$ cat config.mk
export PLATFORM = sky130hd
export DESIGN_NAME = uart_rcv_param
export DESIGN_NICKNAME = d
export VERILOG_FILES = /design/src/rtl/uart_rcv_param.sv
export SDC_FILE = /design/constraint.sdc
export NUM_CORES = 1
export LEC_CHECK = 0
export BUFFER_PORTS_ARGS = -buffer_cell sky130_fd_sc_hd__buf_2
export CORE_ASPECT_RATIO = 0.7
export CORE_MARGIN = 2
export CORE_UTILIZATION = 50
export CTS_CLUSTER_SIZE = 10
export DETAILED_ROUTE_END_ITERATION = 10
export PLACE_DENSITY = 0.71
export SLEW_MARGIN = 10
export SYNTH_ARGS = -nofsm -noshare
export SYNTH_HDL_FRONTEND = slang
export SYNTH_SLANG_ARGS = --single-unit
$ cat constraint.sdc
create_clock -name clk -period 1.5 [get_ports clk]
set_input_delay 0 -clock clk [delete_from_list [all_inputs] [get_ports clk]]
set_output_delay 0 -clock clk [all_outputs]
set_load 0.03 [all_outputs]
$ cat src/rtl/uart_rcv_param.sv
// uart_rcv_param: parametrised UART receiver (DATA_W/BAUD_DIV/STOP_BITS).
// Optional parity state and par_err port when UART_RCV_PARITY_EN is defined.
module uart_rcv_param #(
    parameter int DATA_W    = 8,
    parameter int BAUD_DIV  = 2604,
    parameter int STOP_BITS = 1
`ifdef UART_RCV_PARITY_EN
    ,
    parameter bit PARITY_ODD = 1'b0
`endif
) (
    input  logic              clk,
    input  logic              rst,
    input  logic              RX,
    input  logic              rx_rdy_clr,
    output logic [DATA_W-1:0] rx_data,
    output logic              rx_rdy,
    output logic              frm_err,
    output logic              ovr_err,
`ifdef UART_RCV_PARITY_EN
    output logic              par_err,
`endif
    output logic              busy
);

    localparam int CW = $clog2(BAUD_DIV);
    localparam int BW = $clog2(DATA_W);
    localparam logic [CW-1:0] HALF_M1 = CW'(BAUD_DIV / 2 - 1);
    localparam logic [CW-1:0] FULL_M1 = CW'(BAUD_DIV - 1);
    localparam logic [BW-1:0] LAST_B  = BW'(DATA_W - 1);
    localparam logic          LAST_S  = 1'(STOP_BITS - 1);

`ifdef UART_RCV_PARITY_EN
    typedef enum logic [2:0] {
        S_IDLE, S_START, S_DATA, S_PAR, S_STOP, S_BRK
    } state_t;
`else
    typedef enum logic [2:0] {
        S_IDLE, S_START, S_DATA, S_STOP, S_BRK
    } state_t;
`endif

    state_t            state, state_n;
    logic              rx_m, rx_s;
    logic [CW-1:0]     cnt;
    logic [BW-1:0]     bit_idx;
    logic              stop_idx;
    logic              bad;
    logic [DATA_W-1:0] sh;
    logic              cnt_clr, go, smp_data, smp_stop, done;
    logic              bad_now;
`ifdef UART_RCV_PARITY_EN
    logic              par_bit, smp_par, par_bad;
`endif

    assign busy    = (state != S_IDLE);
    assign bad_now = bad | ~rx_s;
`ifdef UART_RCV_PARITY_EN
    assign par_bad = (^sh) ^ par_bit ^ PARITY_ODD;
`endif

    // two-flop synchroniser for the asynchronous RX pad
    always_ff @(posedge clk or posedge rst) begin
        if (rst) begin
            rx_m <= 1'b1;
            rx_s <= 1'b1;
        end else begin
            rx_m <= RX;
            rx_s <= rx_m;
        end
    end

    // state register
    always_ff @(posedge clk or posedge rst) begin
        if (rst) state <= S_IDLE;
        else     state <= state_n;
    end

    // next state and per-cycle sample strobes
    always_comb begin
        state_n  = state;
        cnt_clr  = 1'b0;
        go       = 1'b0;
        smp_data = 1'b0;
        smp_stop = 1'b0;
        done     = 1'b0;
`ifdef UART_RCV_PARITY_EN
        smp_par  = 1'b0;
`endif
        unique case (state)
            S_IDLE: begin
                cnt_clr = 1'b1;
                if (!rx_s) state_n = S_START;
            end
            S_START: begin
                if (cnt == HALF_M1) begin
                    cnt_clr = 1'b1;
                    if (rx_s) begin
                        state_n = S_IDLE;
                    end else begin
                        go      = 1'b1;
                        state_n = S_DATA;
                    end
                end
            end
            S_DATA: begin
                if (cnt == FULL_M1) begin
                    cnt_clr  = 1'b1;
                    smp_data = 1'b1;
                    if (bit_idx == LAST_B) begin
`ifdef UART_RCV_PARITY_EN
                        state_n = S_PAR;
`else
                        state_n = S_STOP;
`endif
                    end
                end
            end
`ifdef UART_RCV_PARITY_EN
            S_PAR: begin
                if (cnt == FULL_M1) begin
                    cnt_clr = 1'b1;
                    smp_par = 1'b1;
                    state_n = S_STOP;
                end
            end
`endif
            S_STOP: begin
                if (cnt == FULL_M1) begin
                    cnt_clr  = 1'b1;
                    smp_stop = 1'b1;
                    if (stop_idx == LAST_S) begin
                        done    = 1'b1;
                        state_n = rx_s ? S_IDLE : S_BRK;
                    end
                end
            end
            S_BRK: begin
                cnt_clr = 1'b1;
                if (rx_s) state_n = S_IDLE;
            end
            default: begin
                cnt_clr = 1'b1;
                state_n = S_IDLE;
            end
        endcase
    end

    // baud counter, bit counters, shift register and stop-bit health
    always_ff @(posedge clk or posedge rst) begin
        if (rst) begin
            cnt      <= '0;
            bit_idx  <= '0;
            stop_idx <= 1'b0;
            bad      <= 1'b0;
            sh       <= '0;
`ifdef UART_RCV_PARITY_EN
            par_bit  <= 1'b0;
`endif
        end else begin
            cnt <= cnt_clr ? '0 : cnt + 1'b1;
            if (go) begin
                bit_idx  <= '0;
                stop_idx <= 1'b0;
                bad      <= 1'b0;
            end
            if (smp_data) begin
                sh      <= {rx_s, sh[DATA_W-1:1]};
                bit_idx <= bit_idx + 1'b1;
            end
`ifdef UART_RCV_PARITY_EN
            if (smp_par) par_bit <= rx_s;
`endif
            if (smp_stop) begin
                stop_idx <= stop_idx + 1'b1;
                bad      <= bad_now;
            end
        end
    end

    // hand-off word and sticky flags; a new frame wins over the clear
    always_ff @(posedge clk or posedge rst) begin
        if (rst) begin
            rx_data <= '0;
            rx_rdy  <= 1'b0;
            frm_err <= 1'b0;
            ovr_err <= 1'b0;
`ifdef UART_RCV_PARITY_EN
            par_err <= 1'b0;
`endif
        end else if (done) begin
            rx_data <= sh;
            rx_rdy  <= 1'b1;
            frm_err <= bad_now | (frm_err & ~rx_rdy_clr);
            ovr_err <= (rx_rdy | ovr_err) & ~rx_rdy_clr;
`ifdef UART_RCV_PARITY_EN
            par_err <= par_bad | (par_err & ~rx_rdy_clr);
`endif
        end else if (rx_rdy_clr) begin
            rx_rdy  <= 1'b0;
            frm_err <= 1'b0;
            ovr_err <= 1'b0;
`ifdef UART_RCV_PARITY_EN
            par_err <= 1'b0;
`endif
        end
    end

endmodule

==> results of run 1 <==
registers in the layout, summed over array words and instances, names as in the netlist:
register	count
bad	1
bit_idx	3
cnt	12
frm_err	1
ovr_err	1
rx_data	8
rx_m	1
rx_rdy	1
rx_s	1
sh	8
state	3
stop_idx	1
per-stage QoR:
| stage | total power (W) | util (%) | area (µm²) | TNS [ns] |
|---|---|---|---|---|
| floorplan | 0.00115 | - | 1940 | -1.19 |
| global placement | 0.00117 | 63.4 | 2250 | -1.67 |
| detailed placement | 0.00117 | 63.4 | 2250 | -2.67 |
| CTS | 0.00185 | 69.1 | 2460 | -4.40 |
| global route | 0.00190 | 70.1 | 2490 | -6.54 |
| finish | 0.00183 | 70.1 | 2490 | -3.85 |
kinds of logic after synthesis:
family / Yosys count
compound gates: 15
xor+xnor: 10
fa+ha+maj: 4
buf+inv: 11
flops: 41
mux: 17
simple gates: 60
Yosys cell counts (2+ instances only):
library cell / count / area (µm²)
dfrtp_1: 39 / 976
nor2_1: 17 / 63.8
mux2_2: 16 / 180
nand3_1: 8 / 40.0
nand2_1: 7 / 26.3
inv_1: 6 / 22.5
nand4_1: 5 / 31.3
xnor2_1: 5 / 43.8
xor2_1: 5 / 43.8
and3_1: 4 / 25.0
ha_1: 4 / 50.1
o21ai_0: 4 / 20.0
a21oi_1: 3 / 15.0
and4bb_2: 3 / 37.5
buf_2: 3 / 15.0
nor2b_1: 3 / 18.8
nor3b_1: 3 / 22.5
a21o_1: 2 / 15.0
buf_4: 2 / 15.0
dfstp_2: 2 / 52.6
nor3_1: 2 / 10.0
worst register-to-register path: stages, from the launching register on:
cell and delay [ns]:
dfrtp_2 0.43, nor4_4 0.30, buf_4 0.16, nand4_4 0.11, nor2_8 0.16, buf_6 0.14
mux2_4 0.30
final cells by class:
class | instances | area share [%]
clock buffers | 6 | 2.91
multi-input cells | 106 | 35.9
repair buffers | 53 | 16.0
clock inverters | 2 | 0.401
flip-flops and latches | 41 | 41.3
well taps | 50 | 2.51
inverters | 6 | 0.903
what timing repair did:
item	4_1_cts	5_1_grt
endpoints found under the hold margin	43	0
gates cloned	0	1
setup endpoints to repair	34	39
setup buffers	5	1
pin swaps	4	2
gates resized for setup	12	13
hold buffers	3	0
path summary, 6_finish.rpt:
check | depth (start not counted) | start | endpoint
setup / recovery | 6 | cnt[4] | rx_data[0]
hold / removal | 4 | rst | cnt[2]
setup reg to reg | 6 | cnt[4] | rx_data[0]
hold reg to reg | 0 | rx_m | rx_s
max in group asynchronous | 4 | rst | rx_s
min in group clk | 2 | RX | rx_m
report_power, final:
part           internal [W]  switching, W  total [W]
Combinational     0.0000147     0.0000277  0.0000424
Sequential          0.00111    0.00000127    0.00111
Clock              0.000322      0.000359   0.000681
Total               0.00145      0.000388    0.00183
metal layers:
| layer | vias to the layer above | part of all wire [%] | GRT usage [%] |
|---|---|---|---|
| li1 | 665 | - | - |
| met5 | - | 0 | 0 |
| met3 | 11 | 5.1 | 5.56 |
| met4 | 0 | 2.0 | 8.42 |
| met2 | 38 | 45 | 29.7 |
| met1 | 704 | 48 | 27.8 |
==> flow_summary.ini, run 1 <==
[logic_synthesis]
syn-num-nets = 166
synth_xor_area_share_pct = 4.64
synthAdderAreaFrac_pct = 2.65
synth_compound_area_share_pct = 5.31
synth-seq-area-share_pct = 54.5
ys_ff_latch = 41
syn-cell-area_um2 = 1890
synth_simple_gate_area_share_pct = 20.0
syn_inst = 158
synth_edf_count = 0
muxShareOfSynthArea_pct = 10.1
synth_top_family_by_area = simple AND/OR/NAND/NOR gates
yosysUniqueCellTypes = 36
ys_warn_count = 0
synth_ff_type = dfrtp_1
syn_area_per_cell_um2 = 11.9
synth_async_sr_flop_share_pct = 100

[worst_setup_path]
slowest_stage = dfrtp_2
startpoint_type = flop
end_kind = flop
ff2ff_setup_slack_ns = -0.21
critPathKind = flop to flop
cp_slowest_stage_delay_ns = 0.43
cp_num_buf_inv = 2
crit_chain = nor4_4, buf_4, nand4_4, nor2_8, buf_6, mux2_4
cp_max_fo = 4
path_delay_family = simple AND/OR/NAND/NOR gates
crit_arrival_ns = 1.88
worstPathRequired_ns = 1.68

[detailed_routing]
drt-pass1-iter-count = 4
drt-vias-per-instance = 5.37
drc = 0
wl_per_cell_um = 14.9
antenna_left = 0
drtIter0Drc = 73
drt-total-wl_mm = 3.95
vias = 1418

[floorplan]
dieArea_um2 = 4290
placeableCoreArea_um2 = 3560
die_h_um = 55.4
initial_core_util_pct = 53.0
fp.dieW_um = 77.4
fp-row-count = 18
pin_count = 16

[sta]
fin_ws_ns = -0.206
hold_viol_final = 0
max_freq_ghz = 0.586
finalCritPeriodShare_pct = 114
fin_skew_ns = 0.00499
rsz0062_at_grt = true
maxSlewViolCount = 0
slew_headroom_pct = 75.6
setup_violations = 34
min_period_ns = 1.71
worst_hold_slack_ns = 0.263
worst_slew_pin_slew_ns = 0.365

[clock_network]
cts_buffer_depth = 2
clk_latency_ns = 0.29
root_buffer = clkbuf_8
cts_tree = yes
htreeDepth = 2
cts_sinks = 41
clk_pin_slew_worst_paths_ns = 0.07
cts_buffers = 5

[run_status]
status = finished with violations
violations = setup timing

[worst_hold_path]
hold_path.class = primary input to asynchronous set/reset pin

[cells_and_area]
nFillCells = 272
layout_commonest_cell = dfrtp_1
finish.net_count = 221
antennaDiodeCount = 0
final-seq-area_um2 = 1030
final_cells = 264
synthToLayoutAreaGrowth_pct = 32.2
layout-drive-gt1-share_pct = 44.9
multiInputGateArea_um2 = 896
final_cell_mix = dfrtp_1 (37), buf_4 (29), nor2_1 (17), mux2_4 (16), buf_2 (15)

[placement]
io_buffers = 15
dp_hpwl_mm = 2.76
gp_congestion = 0.811
pre_cts_slack_ns = -0.174
dp.cells = 247

[global_routing]
gr-total-overflow = 0
grt_start_max_net_pins = 30
grt_usage_pct = 20.0
grt_antenna_before_repair = 0
grt_pass1_wl_mm = 6.67
grt_pass1_vias = 1404

[job]
maxCapViolCount = 0

[pwr]
p_per_area_nw_per_um2 = 735
ir_worst_vdd_uv = 696
leakage_nw = 1.24
Power figures use the tool's default switching activity.
==> run 2: changes to the inputs <==
==> constraint.sdc (replaced) <==
create_clock -name clk -period 1.5 [get_ports clk]
set_input_delay 0.3 -clock clk [delete_from_list [all_inputs] [get_ports clk]]
set_output_delay 0.3 -clock clk [all_outputs]
set_load 0.03 [all_outputs]
==> run 2 against run 1 <==
  * The run still ends with setup timing left
  * Critical endpoint is now bit_idx[1]
  * Non-clock buffer count is 4 lower
  * Total power up 11%
  * Combinational power fell by 13%
  * Maximum frequency increased by 2.7%
  * Setup slack better by 0.046 ns
  * Count of clock-buffer cells in the layout fell by 1
  * Sequential share of layout area grew 0.24 points
  * Cell count shrank 1.5%
  * Register-to-register slack better by 0.05 ns
  * Global-route usage up 0.14 points
  * Via count decreased by 3.8%
==> flow_summary.ini, run 2 (same netlist as run 1, synthesis figures left out) <==
[run_status]
status = finished with violations
violations = setup timing

[cells_and_area]
synthToLayoutAreaGrowth_pct = 31.3
finish.net_count = 217
antennaDiodeCount = 0
nFillCells = 278
regMostFlops = cnt
layout_commonest_cell = dfrtp_1
top_regs = cnt (12), rx_data (8), sh (8)
layout-drive-gt1-share_pct = 49.0
final_cell_mix = dfrtp_1 (38), buf_4 (30), buf_2 (14), nor2_1 (11)
largest_reg_flops = 12

[clock_network]
cts_buffers = 5
cts_buffer_depth = 2
cts_tree = yes
root_buffer = clkbuf_8
clk_latency_ns = 0.30
htreeDepth = 2
clk_pin_slew_worst_paths_ns = 0.08
cts_sinks = 41

[sta]
maxSlewViolCount = 0
worst_slew_pin_slew_ns = 0.319
rsz0062_at_grt = true
min_period_ns = 1.66
fin_ws_ns = -0.160
hold_viol_final = 0
max_freq_ghz = 0.602
fin_skew_ns = 0.00882
finalSetupTns_ns = -2.87
setup_violations = 35
finalCritPeriodShare_pct = 111
slew_headroom_pct = 78.7

[detailed_routing]
drtIter0Drc = 100
drt-total-wl_mm = 3.90
drt-pass1-iter-count = 4
vias = 1364
drt-vias-per-instance = 5.25
wl_per_cell_um = 15.0
drc = 0
antenna_left = 0

[placement]
dp_hpwl_mm = 2.73
pre_cts_slack_ns = -0.154
io_buffers = 15
gp_congestion = 0.783

[job]
maxCapViolCount = 0

[global_routing]
gr-usage-met3_pct = 6.21
use_met2_pct = 30.1
grt_start_max_net_pins = 27
grt_antenna_before_repair = 0
use_met1_pct = 28.1
grt_usage_pct = 20.1
busiest_layer = met2
gr-total-overflow = 0
grt_pass1_wl_mm = 6.65
grt_pass1_vias = 1359

[floorplan]
pin_count = 16
initial_core_util_pct = 53.0
fp.dieW_um = 77.4
placeableCoreArea_um2 = 3560
dieArea_um2 = 4290
die_h_um = 55.4
fp-row-count = 18

[pwr]
ir_worst_vdd_uv = 692
p_per_area_nw_per_um2 = 824
leakage_nw = 1.22

[worst_setup_path]
cp_max_fo = 5
ff2ff_setup_slack_ns = -0.16
end_kind = flop
crit_arrival_ns = 1.85
critPathKind = flop to flop
startpoint_type = flop
worstPathRequired_ns = 1.69

[worst_hold_path]
hold_path.class = primary input to asynchronous set/reset pin
-- run 2: path summary, 6_finish.rpt --
path                       depth (start not counted)    from         end
max                                                6  cnt[1]  bit_idx[1]
min                                                3     rst      cnt[4]
max reg2reg                                        6  cnt[1]  bit_idx[1]
min reg2reg                                        0    rx_m        rx_s
max in group asynchronous                          3     rst        rx_m
min in group clk                                   1      RX        rx_m
-- run 2: power by group --
part           switching [W]  internal [W]  total (W)
Sequential        0.00000121       0.00111    0.00111
Combinational      0.0000273    0.00000968  0.0000370
Clock               0.000395      0.000498   0.000893
Total               0.000423       0.00162    0.00204
-- run 2: metal layers --
metal / wire [µm] / share of wire, %
met3: 156 / 4.0
met4: 54 / 1.4
met1: 1880 / 48
met2: 1810 / 46
met5: 0 / 0
-- run 2: final cells by class --
cell class | count | area [µm²] | area share, %
well taps | 50 | 62.6 | 2.53
flip-flops and latches | 41 | 1030 | 41.6
clock inverters | 3 | 46.3 | 1.87
repair buffers | 49 | 352 | 14.2
inverters | 6 | 22.5 | 0.910
clock buffers | 5 | 68.8 | 2.78
multi-input cells | 106 | 895 | 36.1
-- run 2: what timing repair did --
action                                 4_1_cts  5_1_grt
setup endpoints to repair                   34       40
hold buffers                                 0        0
gates cloned                                 0        0
buffers inserted                             3        3
pin swaps                                   15        3
resized for setup                           15        8
endpoints found under the hold margin        0        0
-- run 2: worst max-delay path, stage by stage, from the launching register on --
cell	delay (ns)
dfrtp_1	0.40
inv_1	0.07
ha_2	0.16
and4bb_2	0.28
nand4_1	0.24
and3_4	0.25
a21o_1	0.15
-- run 2: per-stage QoR --
step	cell area, µm²	util (%)	total power, W	cells	hold slack, ns
detailed placement	2250	63.2	0.00117	246	0.349
finish	2480	69.6	0.00204	260	0.0330
CTS	2430	68.2	0.00205	257	0.0366
floorplan	1940	-	0.00115	158	0.304
global route	2480	69.6	0.00212	260	0.0391
global placement	2250	63.2	0.00117	246	0.335
==> run 3: changes to the inputs <==
--- a/config.mk
+++ b/config.mk
@@ -5,13 +5,14 @@
 export SDC_FILE = /design/constraint.sdc
 export NUM_CORES = 1
 export LEC_CHECK = 0
-export BUFFER_PORTS_ARGS = -buffer_cell sky130_fd_sc_hd__buf_2
 export CORE_ASPECT_RATIO = 0.7
 export CORE_MARGIN = 2
 export CORE_UTILIZATION = 50
 export CTS_CLUSTER_SIZE = 10
 export DETAILED_ROUTE_END_ITERATION = 10
-export PLACE_DENSITY = 0.71
+export DONT_BUFFER_PORTS = 1
+export HOLD_SLACK_MARGIN = 0.08
+export PLACE_DENSITY = 0.68
 export SLEW_MARGIN = 10
 export SYNTH_ARGS = -nofsm -noshare
 export SYNTH_HDL_FRONTEND = slang
==> run 3 against run 2 <==
  * The run still ends with setup timing left
  * Design area up 1.4%
  * Routed wire length grew 7.1%
  * Critical path depth shrank 2
  * Sequential cell count unchanged
==> flow_summary.ini, run 3 (same netlist as run 1, synthesis figures left out) <==
[pwr]
p_per_area_nw_per_um2 = 829
ir_worst_vdd_uv = 958
leakage_nw = 1.19

[clock_network]
htreeDepth = 2
cts_sinks = 41
cts_buffers = 5
clk_pin_slew_worst_paths_ns = 0.08
cts_buffer_depth = 2
clk_latency_ns = 0.29
cts_tree = yes
root_buffer = clkbuf_8

[detailed_routing]
drtIter0Drc = 74
vias = 1346
wl_per_cell_um = 16.8
antenna_left = 0
drt-total-wl_mm = 4.18
drc = 0
drt-pass1-iter-count = 4
drt-vias-per-instance = 5.43

[global_routing]
grt_antenna_before_repair = 0
gr-total-overflow = 0
grt_start_max_net_pins = 22
grt_pass1_vias = 1346
busiest_layer = met2
grt_pass1_wl_mm = 6.42
use_met2_pct = 28.3
gr-usage-met3_pct = 5.39
grt_usage_pct = 19.1
use_met1_pct = 28.3

[worst_setup_path]
r2r-end = rx_data[2]
crit_end = rx_data[2]
startpoint_type = flop
reg2regPathDepth = 4
worstPathRequired_ns = 1.68
critPathKind = flop to flop
crit_arrival_ns = 1.88
ff2ff_setup_slack_ns = -0.20
end_kind = flop
critPathLaunch = cnt[4]
cp_max_fo = 4
r2r_start = cnt[4]

[cells_and_area]
regMostFlops = cnt
antennaDiodeCount = 0
top_regs = cnt (12), rx_data (8), sh (8)
final-seq-area_um2 = 1030
nFillCells = 249
final_cells = 248
synthToLayoutAreaGrowth_pct = 33.2
multiInputGateArea_um2 = 970
final_cell_mix = dfrtp_1 (37), buf_4 (28), nor2_1 (16), mux2_4 (13)
layout-drive-gt1-share_pct = 46.5
largest_reg_flops = 12
finish.net_count = 205
layout_commonest_cell = dfrtp_1

[floorplan]
initial_core_util_pct = 53.0
fp-row-count = 18
placeableCoreArea_um2 = 3560
fp.dieW_um = 77.4
pin_count = 16
die_h_um = 55.4
dieArea_um2 = 4290

[sta]
rsz0062_at_grt = true
finalCritPeriodShare_pct = 113
setup_violations = 39
hold_viol_final = 0
fin_skew_ns = 0.00492
fin_ws_ns = -0.197
max_freq_ghz = 0.589
worst_slew_pin_slew_ns = 0.394
min_period_ns = 1.70
slew_headroom_pct = 73.8
maxSlewViolCount = 0
worst_hold_slack_ns = 0.0828

[worst_hold_path]
hold_path.class = primary input to flop

[placement]
gp_congestion = 0.839
dp_hpwl_mm = 2.68
pre_cts_slack_ns = -0.158
dp.cells = 232
io_buffers = 0

[run_status]
violations = setup timing
status = finished with violations

[job]
maxCapViolCount = 0
-- run 3: cell types whose count changed in the layout (fill, tap and decap cells not counted), moves of 3 or more --
cell	before	now
buf_2	14	0
dlygate4sd3_1	0	3
mux2_2	8	3
mux2_4	8	13
nand2_1	6	3
nor2_1	11	16
nor2_2	6	1
-- run 3: area by class of cell --
cell class                      instances  share of cell area, %
Clock buffer                            6                   3.29
Clock inverter                          2                   1.49
Inverter                                6                  0.897
Multi-Input combinational cell        107                   38.6
Tap cell                               50                   2.49
Timing Repair Buffer                   36                   12.2
Sequential cell                        41                   41.1
-- run 3: power by group --
group | switching [W] | leakage (nW) | internal (W) | total, W
logic | 0.0000284 | 0.580 | 0.0000122 | 0.0000406
registers | 0.00000131 | 0.549 | 0.00111 | 0.00111
clock network | 0.000389 | 0.0574 | 0.000541 | 0.000930
total | 0.000419 | 1.19 | 0.00166 | 0.00208
-- run 3: metrics by stage --
| step | setup TNS (ns) | cell area [µm²] | total power, W | util [%] |
|---|---|---|---|---|
| after floorplan | -1.19 | 1940 | 0.00115 | - |
| after global placement | -1.51 | 2190 | 0.00116 | 61.6 |
| after detailed placement | -2.53 | 2190 | 0.00117 | 61.6 |
| after CTS | -2.70 | 2390 | 0.00210 | 67.2 |
| after global routing | -6.73 | 2510 | 0.00215 | 70.6 |
| final | -4.15 | 2510 | 0.00208 | 70.6 |
-- run 3: how the worst min path moves through the flow --
stage	startpoint	end	slack (ns)	cells past startpoint
after floorplan	RX	rx_m	0.30	0
after global placement	rst	sh[7]	0.13	1
after detailed placement	rst	sh[7]	0.15	1
after CTS	rx_rdy_clr	frm_err	0.11	1
after global routing	rx_rdy_clr	rx_rdy	0.08	1
final	rx_rdy_clr	rx_rdy	0.08	1
-- run 3: repair_timing --
action | in CTS | in global routing
cloned | 0 | 1
hold endpoints to repair | 6 | 0
hold buffers | 3 | 0
resized for setup | 14 | 22
setup endpoints to repair | 35 | 40
pin swaps | 10 | 8
buffers inserted | 1 | 3
-- run 3: per-layer routing --
layer  routed length, µm  part of all wire (%)
met1                1950                    47
met2                1940                    47
met3                 271                   6.5
met4                  10                  0.24
met5                   0                     0
-- run 3: critical path: stages (launching register included) --
cell and delay (ns):
dfrtp_2 0.43, nor4_4 0.38, nand4_4 0.21, nor2_4 0.21, mux2_2 0.36
